<file path="src/rtl/mitchell_seq_ctrl_if.sv">
// Operand/product handshake bundle for the Mitchell multiplier sequencer.
// The master side is the operand source plus product consumer; the slave side is the controller.
interface mitchell_seq_ctrl_if #(
    parameter int WIDTH = 8
);
    logic               in_valid;
    logic               in_ready;
    logic [WIDTH-1:0]   a;
    logic [WIDTH-1:0]   b;
    logic               out_valid;
    logic               out_ready;
    logic [2*WIDTH-1:0] p;
    logic               busy;

    modport master (
        output in_valid, a, b, out_ready,
        input  in_ready, out_valid, p, busy
    );

    modport slave (
        input  in_valid, a, b, out_ready,
        output in_ready, out_valid, p, busy
    );
endinterface

</file>
<file path="src/rtl/mitchell_seq_ctrl.sv">
// Sequencer for an 8x8 Mitchell approximate multiplier.
// A single leading-one-detect / normalise unit is time-shared between operand A and operand B.
module mitchell_seq_ctrl #(
    parameter int WIDTH = 8,
    parameter int FRAC  = WIDTH - 1
) (
    input  logic                clk,
    input  logic                rst,
    mitchell_seq_ctrl_if.slave  bus
);
    localparam int KW = $clog2(WIDTH);
    localparam int CW = 2*WIDTH + FRAC + 1;
    localparam logic [KW:0] WIDTH_C = (KW+1)'(WIDTH);

    localparam logic [2:0] IDLE  = 3'd0;
    localparam logic [2:0] LOD_A = 3'd1;
    localparam logic [2:0] LOD_B = 3'd2;
    localparam logic [2:0] ADD   = 3'd3;
    localparam logic [2:0] ANTI  = 3'd4;
    localparam logic [2:0] DONE  = 3'd5;

    logic [2:0]         state;
    logic [WIDTH-1:0]   a_reg, b_reg;
    logic [KW-1:0]      ka, kb;
    logic [FRAC-1:0]    fa, fb;
    logic               za, zb;
    logic [FRAC:0]      s_reg;
    logic [KW:0]        k_reg;
    logic [2*WIDTH-1:0] p_reg;
    logic               out_valid_reg;

    logic [WIDTH-1:0]   lod_in;
    logic [KW-1:0]      lod_k;
    logic [KW:0]        lod_sh;
    logic [FRAC-1:0]    lod_frac;
    logic               lod_zero;
    logic [CW-1:0]      wide;
    logic [2*WIDTH-1:0] p_next;

    // Shared normalise unit: B only while in LOD_B, A in every other state.
    always_comb begin
        lod_in = (state == LOD_B) ? b_reg : a_reg;
        lod_k  = '0;
        for (int i = 0; i < WIDTH; i++) begin
            if (lod_in[i]) lod_k = KW'(i);
        end
        lod_sh   = WIDTH_C - (KW+1)'(lod_k) - (KW+1)'(1);
        lod_frac = FRAC'(lod_in << lod_sh);
        lod_zero = (lod_in == '0);
    end

    // Antilog: the mantissa sum either stays below 2.0 or carries into the next power.
    always_comb begin
        wide = '0;
        if (za | zb) begin
            wide = '0;
        end else if (!s_reg[FRAC]) begin
            wide = (((CW'(1) << FRAC) + CW'(s_reg)) << k_reg) >> FRAC;
        end else begin
            wide = ((CW'(s_reg) << k_reg) << 1) >> FRAC;
        end
        p_next = (2*WIDTH)'(wide);
    end

    always_ff @(posedge clk) begin
        if (rst) begin
            state         <= IDLE;
            a_reg         <= '0;
            b_reg         <= '0;
            ka            <= '0;
            kb            <= '0;
            fa            <= '0;
            fb            <= '0;
            za            <= 1'b0;
            zb            <= 1'b0;
            s_reg         <= '0;
            k_reg         <= '0;
            p_reg         <= '0;
            out_valid_reg <= 1'b0;
        end else begin
            case (state)
                IDLE: begin
                    if (bus.in_valid) begin
                        a_reg <= bus.a;
                        b_reg <= bus.b;
                        state <= LOD_A;
                    end
                end
                LOD_A: begin
                    ka    <= lod_k;
                    fa    <= lod_frac;
                    za    <= lod_zero;
                    state <= LOD_B;
                end
                LOD_B: begin
                    kb    <= lod_k;
                    fb    <= lod_frac;
                    zb    <= lod_zero;
                    state <= ADD;
                end
                ADD: begin
                    s_reg <= {1'b0, fa} + {1'b0, fb};
                    k_reg <= {1'b0, ka} + {1'b0, kb};
                    state <= ANTI;
                end
                ANTI: begin
                    p_reg         <= p_next;
                    out_valid_reg <= 1'b1;
                    state         <= DONE;
                end
                DONE: begin
                    if (bus.out_ready) begin
                        out_valid_reg <= 1'b0;
                        state         <= IDLE;
                    end
                end
                default: state <= IDLE;
            endcase
        end
    end

    assign bus.in_ready  = (state == IDLE);
    assign bus.busy      = (state != IDLE);
    assign bus.out_valid = out_valid_reg;
    assign bus.p         = p_reg;
endmodule

</file>
<file path="src/flat_wrapper.sv">
// flat-port wrapper written by rule: the top's interface ports become plain ports
module mitchell_seq_ctrl_flat 
#(
    parameter int WIDTH = 8,
    parameter int FRAC  = WIDTH - 1
)
  (clk, rst, bus_in_valid, bus_a, bus_b, bus_out_ready, bus_in_ready, bus_out_valid, bus_p, bus_busy);
  mitchell_seq_ctrl_if #(.WIDTH(WIDTH)) bus_i ();
  input  logic clk;
  input  logic rst;
  input wire logic [$bits(bus_i.in_valid)-1:0] bus_in_valid;
  input wire logic [$bits(bus_i.a)-1:0] bus_a;
  input wire logic [$bits(bus_i.b)-1:0] bus_b;
  input wire logic [$bits(bus_i.out_ready)-1:0] bus_out_ready;
  output wire logic [$bits(bus_i.in_ready)-1:0] bus_in_ready;
  output wire logic [$bits(bus_i.out_valid)-1:0] bus_out_valid;
  output wire logic [$bits(bus_i.p)-1:0] bus_p;
  output wire logic [$bits(bus_i.busy)-1:0] bus_busy;
  assign bus_i.in_valid = bus_in_valid;
  assign bus_i.a = bus_a;
  assign bus_i.b = bus_b;
  assign bus_i.out_ready = bus_out_ready;
  assign bus_in_ready = bus_i.in_ready;
  assign bus_out_valid = bus_i.out_valid;
  assign bus_p = bus_i.p;
  assign bus_busy = bus_i.busy;
  mitchell_seq_ctrl #(.WIDTH(WIDTH), .FRAC(FRAC)) u_core (.clk(clk), .rst(rst), .bus(bus_i));
endmodule
</file>
<file path="config.mk">
export PLATFORM = sky130hd
export DESIGN_NAME = mitchell_seq_ctrl_flat
export DESIGN_NICKNAME = d
export VERILOG_FILES = /design/src/rtl/mitchell_seq_ctrl_if.sv /design/src/rtl/mitchell_seq_ctrl.sv /design/src/flat_wrapper.sv
export SDC_FILE = /design/constraint.sdc
export NUM_CORES = 1
export LEC_CHECK = 0
export ABC_AREA = 0
export BUFFER_PORTS_ARGS = -buffer_cell sky130_fd_sc_hd__buf_2
export CORE_MARGIN = 3
export CORE_UTILIZATION = 25
export DETAILED_ROUTE_END_ITERATION = 16
export GPL_TIMING_DRIVEN = 0
export PLACE_DENSITY_LB_ADDON = 0.2
export SYNTH_ARGS = -nofsm -noshare
export SYNTH_HDL_FRONTEND = slang
export SYNTH_SLANG_ARGS = --single-unit
</file>
<file path="constraint.sdc">
create_clock -name clk -period 2.8 [get_ports clk]
set_clock_uncertainty 0.05 [all_clocks]
set_input_delay 0.14 -clock clk [delete_from_list [all_inputs] [get_ports clk]]
set_output_delay 0.14 -clock clk [all_outputs]
set_load 0.01 [all_outputs]
</file>
==> key figures, run 1 <==
Logic synthesis
  – EDFF count, synth: 0
  – Most common flop cell mapped by yosys: dfxtp_1
  – Syn. warnings: 0
  – #FFs+latches synth: 70
  – Asr flop ratio synth: 0
  – Cell area after synthesis: roughly 4000 um2
  – Post-Syn Instances: ~500
  – Syn avg cell area: around 8 um2
  – Mapped Nets: between 500 and 600
  – Netlist cell types: 67
  – Sequential fraction of the synthesis area: 0.355

Timing
  – Sum Neg Setup Slack: 0 ps
  – Relative slew slack: 0.133
  – Slew @ Worst Pin: 1290 ps
  – Max frequency: about 400 MHz
  – Share of the cycle needed by the critical path after routing: 0.893
  – RSZ-0062 raised after global routing: no
  – Min cycle time layout: between 2000 and 2500 ps
  – Endpoints failing hold: 0
  – Final setup margin: around 300 ps
  – Max-slew violation count: 0
  – Setup violators final: 0
  – Worst hold margin: 62.3 ps

GRT
  – Number of global-route vias before repair: between 3000 and 4000
  – Largest net degree at the start of global routing: 12
  – First-pass GRT wire length: roughly 20000 um
  – Grt ovf: 0
  – Initial antenna violation count: 0
  – Total GRT Usage: 0.141

Power
  – Pwr Density: ~570 nW/um2
  – LEAKAGE: around 1.8 nW
  – Peak supply drop: ~0.4 mV

Drt
  – TritonRoute pass-1 iters: 5
  – 1st-iter DRT viols: approximately 280
  – Routed Antenna Nets: 0
  – Via Count: approximately 3800
  – DR WL/cell: 15.4 um
  – Routed wire length: between 10000 and 15000 um
  – Via-to-Cell Ratio: roughly 5.0
  – # DRC: 0

Layout
  – Synthesis-to-finish area growth: 22.0%
  – Post-layout util: 0.314
  – Nets@finish: approximately 590
  – Cell Count, Final, Fillers Out: about 770
  – Diode count: 0
  – Layout cells sized above 1: 0.142
  – Max FFs per register: 16
  – Fill cell count: ~1700

Placed design
  – PortBufs: 37
  – Placed cells: 736
  – DP Worst Slack: approximately 370 ps
  – DP Wirelength: 9040 um
  – Routability congestion estimate: about 0.90

Floorplan
  – Initial Util: 0.258
  – Core area: 15300 um2
  – Die ar.: about 17000 um2
  – Die span in x: 132 um
  – Rows: 45
  – Die Height: about 130 um
  – I/O pin cnt: 39

Clock network
  – CTS tree: done
  – Clk slew on worst S/H paths: ~60 ps
  – Post-CTS Setup Repair Bufs: 0
  – CTS Buf Count: 9
  – Clk Latency, worst-skew pair: ~340 ps
  – Clock Tree Buf Depth: 2
  – # hold bufs at CTS: 16
  – H-tree levels: 3
  – Clock tree root buffer cell: clkbuf_16
  – Clock sinks: 70
  – Post_cts resized: 0

Flow run
  – Max-cap violation count: 0

Hold path
  – Hold Path Class: in -> reg

Setup path
  – Required @ worst endpoint: approximately 3000 ps
  – WP data arrival: between 2000 and 3000 ps
  – Crit-path max FO: 9
  – Crit end category: register
  – Setup crit start kind: register
  – Critical path type: reg -> reg

Status
  – Status: completed
-- final timing paths --
check,from,endpoint,slack [ps],cells after the start
max,u_core.state[1],u_core.fa[3],300,7
min,bus_out_ready,u_core.bus.out_valid,60,4
max reg2reg,u_core.state[1],u_core.fa[3],300,7
min reg2reg,u_core.bus.p[11],u_core.bus.p[11],400,2
-- worst max-delay path: stages, from the launching register on --
cell and delay, ps:
dfxtp_1 310, buf_4 150, nor3b_4 460, nand2_1 220
o22ai_1 480, nor2_1 200, a22oi_1 360, a211oi_1 130
-- layout by cell type, fill, tap and decap left out, types with 3 or more instances in the layout --
cell type	instances
mux2i_1	17
a211oi_1	9
nor3_1	8
buf_2	43
o22ai_1	4
o211ai_1	5
mux4_2	5
clkbuf_1	28
mux2_2	3
nor2b_1	5
a221oi_1	3
inv_1	21
and3_1	4
a22oi_1	8
nand2_1	81
a32oi_1	7
o21ai_0	12
dlygate4sd3_1	16
or2_2	3
nor2_1	40
a31oi_1	4
nor3b_1	3
a32o_1	4
clkinv_2	3
dfxtp_1	70
nand3_1	13
a21o_1	3
nor4_1	3
nand2b_1	6
and2_1	3
a21oi_1	56
ha_1	11
clkbuf_16	9
xnor2_1	4
-- synth_stat cells (2+ instances only) --
cell / number / area share
nand2_1: 81 / 0.077
dfxtp_1: 70 / 0.36
a21oi_1: 56 / 0.071
nor2_1: 40 / 0.038
clkbuf_1: 25 / 0.024
inv_1: 21 / 0.020
mux2i_1: 17 / 0.043
nand3_1: 13 / 0.016
o21ai_0: 12 / 0.015
ha_1: 11 / 0.035
a211oi_1: 9 / 0.017
a22oi_1: 8 / 0.015
nor3_1: 8 / 0.010
a32oi_1: 7 / 0.016
buf_2: 6 / 0.0076
nand2b_1: 6 / 0.0095
mux4_2: 5 / 0.029
nor2b_1: 5 / 0.0079
o211ai_1: 5 / 0.0095
a31oi_1: 4 / 0.0063
a32o_1: 4 / 0.010
and3_1: 4 / 0.0063
o22ai_1: 4 / 0.0063
xnor2_1: 4 / 0.0089
a21o_1: 3 / 0.0057
a221oi_1: 3 / 0.0067
and2_1: 3 / 0.0048
mux2_2: 3 / 0.0086
nor3b_1: 3 / 0.0057
nor4_1: 3 / 0.0048
or2_2: 3 / 0.0048
a221o_1: 2 / 0.0051
a31o_2: 2 / 0.0044
buf_1: 2 / 0.0019
fa_1: 2 / 0.010
nand3b_1: 2 / 0.0038
o221a_2: 2 / 0.0057
-- kinds of logic after synthesis --
group,synth area share
AND/OR/NAND/NOR,0.207
AO/OA/AOI/OAI,0.244
flip-flops,0.355
buffers and inverters,0.0564
multiplexers,0.0837
adder cells (fa/ha/maj),0.0450
XOR/XNOR,0.00888
-- area by class of cell --
cell class / count / area, um2 / area share
clock inverter: 4 / 23.8 / 0.00494
buffer: 35 / 144 / 0.0299
multi-input combinational: 362 / 2320 / 0.482
sequential: 70 / 1400 / 0.291
tap: 211 / 264 / 0.0548
inverter: 21 / 78.8 / 0.0164
clock buffer: 12 / 236 / 0.0491
timing repair buffer: 53 / 345 / 0.0717
-- report_power, final --
part	switching [mW]	internal (mW)
combinational	0.382	0.229
clock	0.428	0.597
sequential	0.0565	1.06
total	0.867	1.88
-- metrics by stage --
| stage | area [um2] | power, mW |
|---|---|---|
| 3_3_place_gp | 4400 | 1.72 |
| 4_1_cts | 4820 | 2.78 |
| 6_report | 4820 | 2.75 |
| 2_1_floorplan | 3950 | 1.55 |
| 5_1_grt | 4820 | 2.91 |
| 3_5_place_dp | 4400 | 1.73 |
-- layer usage --
| metal | vias up | track usage | wire length, um |
|---|---|---|---|
| li1 | 1890 | - | - |
| met4 | 0 | 0.0554 | 272 |
| met5 | - | 0 | 0 |
| met1 | 1781 | 0.189 | 5780 |
| met2 | 106 | 0.221 | 5180 |
| met3 | 25 | 0.0287 | 568 |
Power figures use the tool's default switching activity.
==> run 2, diff against run 1 <==
--- a/config.mk
+++ b/config.mk
@@ -11,7 +11,7 @@
 export CORE_UTILIZATION = 25
 export DETAILED_ROUTE_END_ITERATION = 16
 export GPL_TIMING_DRIVEN = 0
-export PLACE_DENSITY_LB_ADDON = 0.2
+export PLACE_DENSITY_LB_ADDON = 0.25
 export SYNTH_ARGS = -nofsm -noshare
 export SYNTH_HDL_FRONTEND = slang
 export SYNTH_SLANG_ARGS = --single-unit
==> run 2 against run 1 <==
Routed wire length down 1.1%; critical path type unchanged; critical path depth shrank 1; largest cell class unchanged; flip-flop and latch count is the same; maximum frequency is 0.27% lower; highest routed layer unchanged; worst hold slack lost 19 ps; via count shrank 1.9%; final area increased by 1.3%; register-to-register slack hardly changed.
==> key figures, run 2 (same netlist as run 1, synthesis figures left out) <==
Drt
  – Via Count: 3731 (was 3802)
  – # DRC: 0 (unchanged)
  – Via-to-Cell Ratio: 4.86 (was 4.95)
  – TritonRoute pass-1 iters: 5 (unchanged)
  – 1st-iter DRT viols: 200 (was 275)
  – Routed wire length: 11700 um (was 11800 um)
  – Routed Antenna Nets: 0 (unchanged)
  – DR WL/cell: 15.2 um (was 15.4 um)

Hold path
  – Hold Path Class: in -> reg (unchanged)

Layout
  – Synthesis-to-finish area growth: 23.6% (was 22.0%)
  – Layout cells sized above 1: 0.147 (was 0.142)
  – Fill cell count: 1689 (was 1678)
  – Commonest non-fill, non-tap cells in the layout: 81 x nand2_1, 70 x dfxtp_1, 56 x a21oi_1 (unchanged)
  – Sequential cell area: 1400 um2 (unchanged)
  – Max FFs per register: 16 (unchanged)
  – Design area: 4880 um2 (was 4820 um2)
  – Area of the multi-input gates: 2330 um2 (was 2320 um2)
  – Diode count: 0 (unchanged)
  – Commonest non-fill, non-tap cell in the layout: nand2_1 (unchanged)
  – Nets@finish: 585 (unchanged)

Setup path
  – WP data arrival: 2710 ps (was 2650 ps)
  – CP max-delay cell: mux2i_1 (was o22ai_1)
  – Slowest stage delay, CP: 580 ps (was 480 ps)
  – Crit end category: register (unchanged)
  – Critical path type: reg -> reg (unchanged)
  – Setup crit start kind: register (unchanged)
  – Required @ worst endpoint: 3010 ps (was 2950 ps)
  – Crit-path max FO: 7 (was 9)
  – CP cell instances: or2_1, o311a_4, a31oi_4, mux2i_1, o211ai_2, o31ai_2 (was buf_4, nor3b_4, nand2_1, o22ai_1, nor2_1, a22oi_1, a211oi_1)

Clock network
  – Post-CTS Setup Repair Bufs: 0 (unchanged)
  – Clock tree root buffer cell: clkbuf_16 (unchanged)
  – H-tree levels: 3 (unchanged)
  – CTS Buf Count: 9 (unchanged)
  – Post_cts resized: 0 (unchanged)
  – Clock Tree Buf Depth: 2 (unchanged)
  – # hold bufs at CTS: 16 (unchanged)
  – CTS tree: done (unchanged)
  – Clk Latency, worst-skew pair: 340 ps (about the same)
  – Clock sinks: 70 (unchanged)
  – Clk slew on worst S/H paths: 60 ps (about the same)

Power
  – Peak supply drop: 0.284 mV (was 0.399 mV)
  – LEAKAGE: 1.82 nW (was 1.79 nW)
  – Pwr Density: 606 nW/um2 (was 571 nW/um2)

Timing
  – Max frequency: 399 MHz (was 400 MHz)
  – Slew @ Worst Pin: 1270 ps (was 1290 ps)
  – Final setup margin: 294 ps (was 300 ps)
  – Relative slew slack: 0.143 (was 0.133)
  – RSZ-0062 raised after global routing: no (unchanged)
  – Setup violators final: 0 (unchanged)
  – Endpoints failing hold: 0 (unchanged)
  – Share of the cycle needed by the critical path after routing: 0.895 (was 0.893)
  – Min cycle time layout: 2510 ps (was 2500 ps)
  – Sum Neg Setup Slack: 0 ps (unchanged)
  – Max-slew violation count: 0 (unchanged)

Floorplan
  – Initial Util: 0.258 (unchanged)
  – I/O pin cnt: 39 (unchanged)
  – Die Height: 132 um (unchanged)
  – Rows: 45 (unchanged)
  – Die ar.: 17300 um2 (unchanged)
  – Core area: 15300 um2 (unchanged)
  – Die span in x: 132 um (unchanged)

GRT
  – First-pass GRT wire length: 19200 um (was 19800 um)
  – Initial antenna violation count: 0 (unchanged)
  – Grt ovf: 0 (unchanged)
  – Total GRT Usage: 0.138 (was 0.141)
  – Number of global-route vias before repair: 3678 (was 3753)
  – Largest net degree at the start of global routing: 13 (was 12)

Status
  – Status: completed (unchanged)

Placed design
  – DP Worst Slack: 262 ps (was 366 ps)
  – PortBufs: 37 (unchanged)
  – DP Wirelength: 8840 um (was 9040 um)
  – Routability congestion estimate: 0.883 (was 0.903)
  – Post-DP Area: 4400 um2 (unchanged)

Flow run
  – Max-cap violation count: 0 (unchanged)
==> run 2: changes by cell type in the layout (fill, tap and decap cells not counted), sizes merged <==
cell / previous run / this run
clkinvlp: 0 / 1
bufinv: 0 / 2
clkinv: 4 / 3
clkbuf: 38 / 36
==> run 2: worst paths after layout <==
kind / startpoint / cells after the start / slack (ps) / endpoint
setup reg to reg: u_core.b_reg[7] / 6 / 290 / u_core.fa[4]
hold / removal: bus_out_ready / 4 / 40 / u_core.bus.out_valid
setup / recovery: u_core.b_reg[7] / 6 / 290 / u_core.fa[4]
hold reg to reg: u_core.bus.p[4] / 2 / 400 / u_core.bus.p[4]
==> run 2: metal layers <==
| layer | vias up | routed length (um) | track usage |
|---|---|---|---|
| met3 | 15 | 392 | 0.0318 |
| met5 | - | 0 | 0 |
| met2 | 72 | 5460 | 0.231 |
| met4 | 0 | 255 | 0.0548 |
| li1 | 1884 | - | - |
| met1 | 1760 | 5550 | 0.171 |
==> run 2: report_power, final <==
| group | total [mW] | switching, mW | internal (mW) | leakage [nW] |
|---|---|---|---|---|
| logic | 0.611 | 0.383 | 0.229 | 1.10 |
| registers | 1.12 | 0.0574 | 1.06 | 0.568 |
| clock network | 1.23 | 0.449 | 0.778 | 0.152 |
==> run 2: layout make-up <==
type / count / area share
Tap cell: 211 / 0.0541
Multi-Input combinational cell: 362 / 0.477
Inverter: 21 / 0.0162
Sequential cell: 70 / 0.287
Clock buffer: 10 / 0.0469
Buffer: 35 / 0.0295
Clock inverter: 6 / 0.0177
Timing Repair Buffer: 53 / 0.0708
==> run 2: stage by stage <==
| step | utilization | cells | power (mW) | hold slack [ps] |
|---|---|---|---|---|
| after floorplan | - | 488 | 1.55 | 226 |
| after global placement | 0.287 | 736 | 1.72 | 332 |
| after detailed placement | 0.287 | 736 | 1.73 | 339 |
| after CTS | 0.318 | 768 | 2.98 | 32.4 |
| after global routing | 0.318 | 768 | 3.11 | 75.9 |
| final | 0.318 | 768 | 2.95 | 43.2 |
==> run 2: critical path, delay by kind of cell (launching register included) <==
family | cells | cell delay, ps
compound gates | 4 | 1150
flops | 1 | 370
mux | 1 | 580
simple gates | 1 | 290
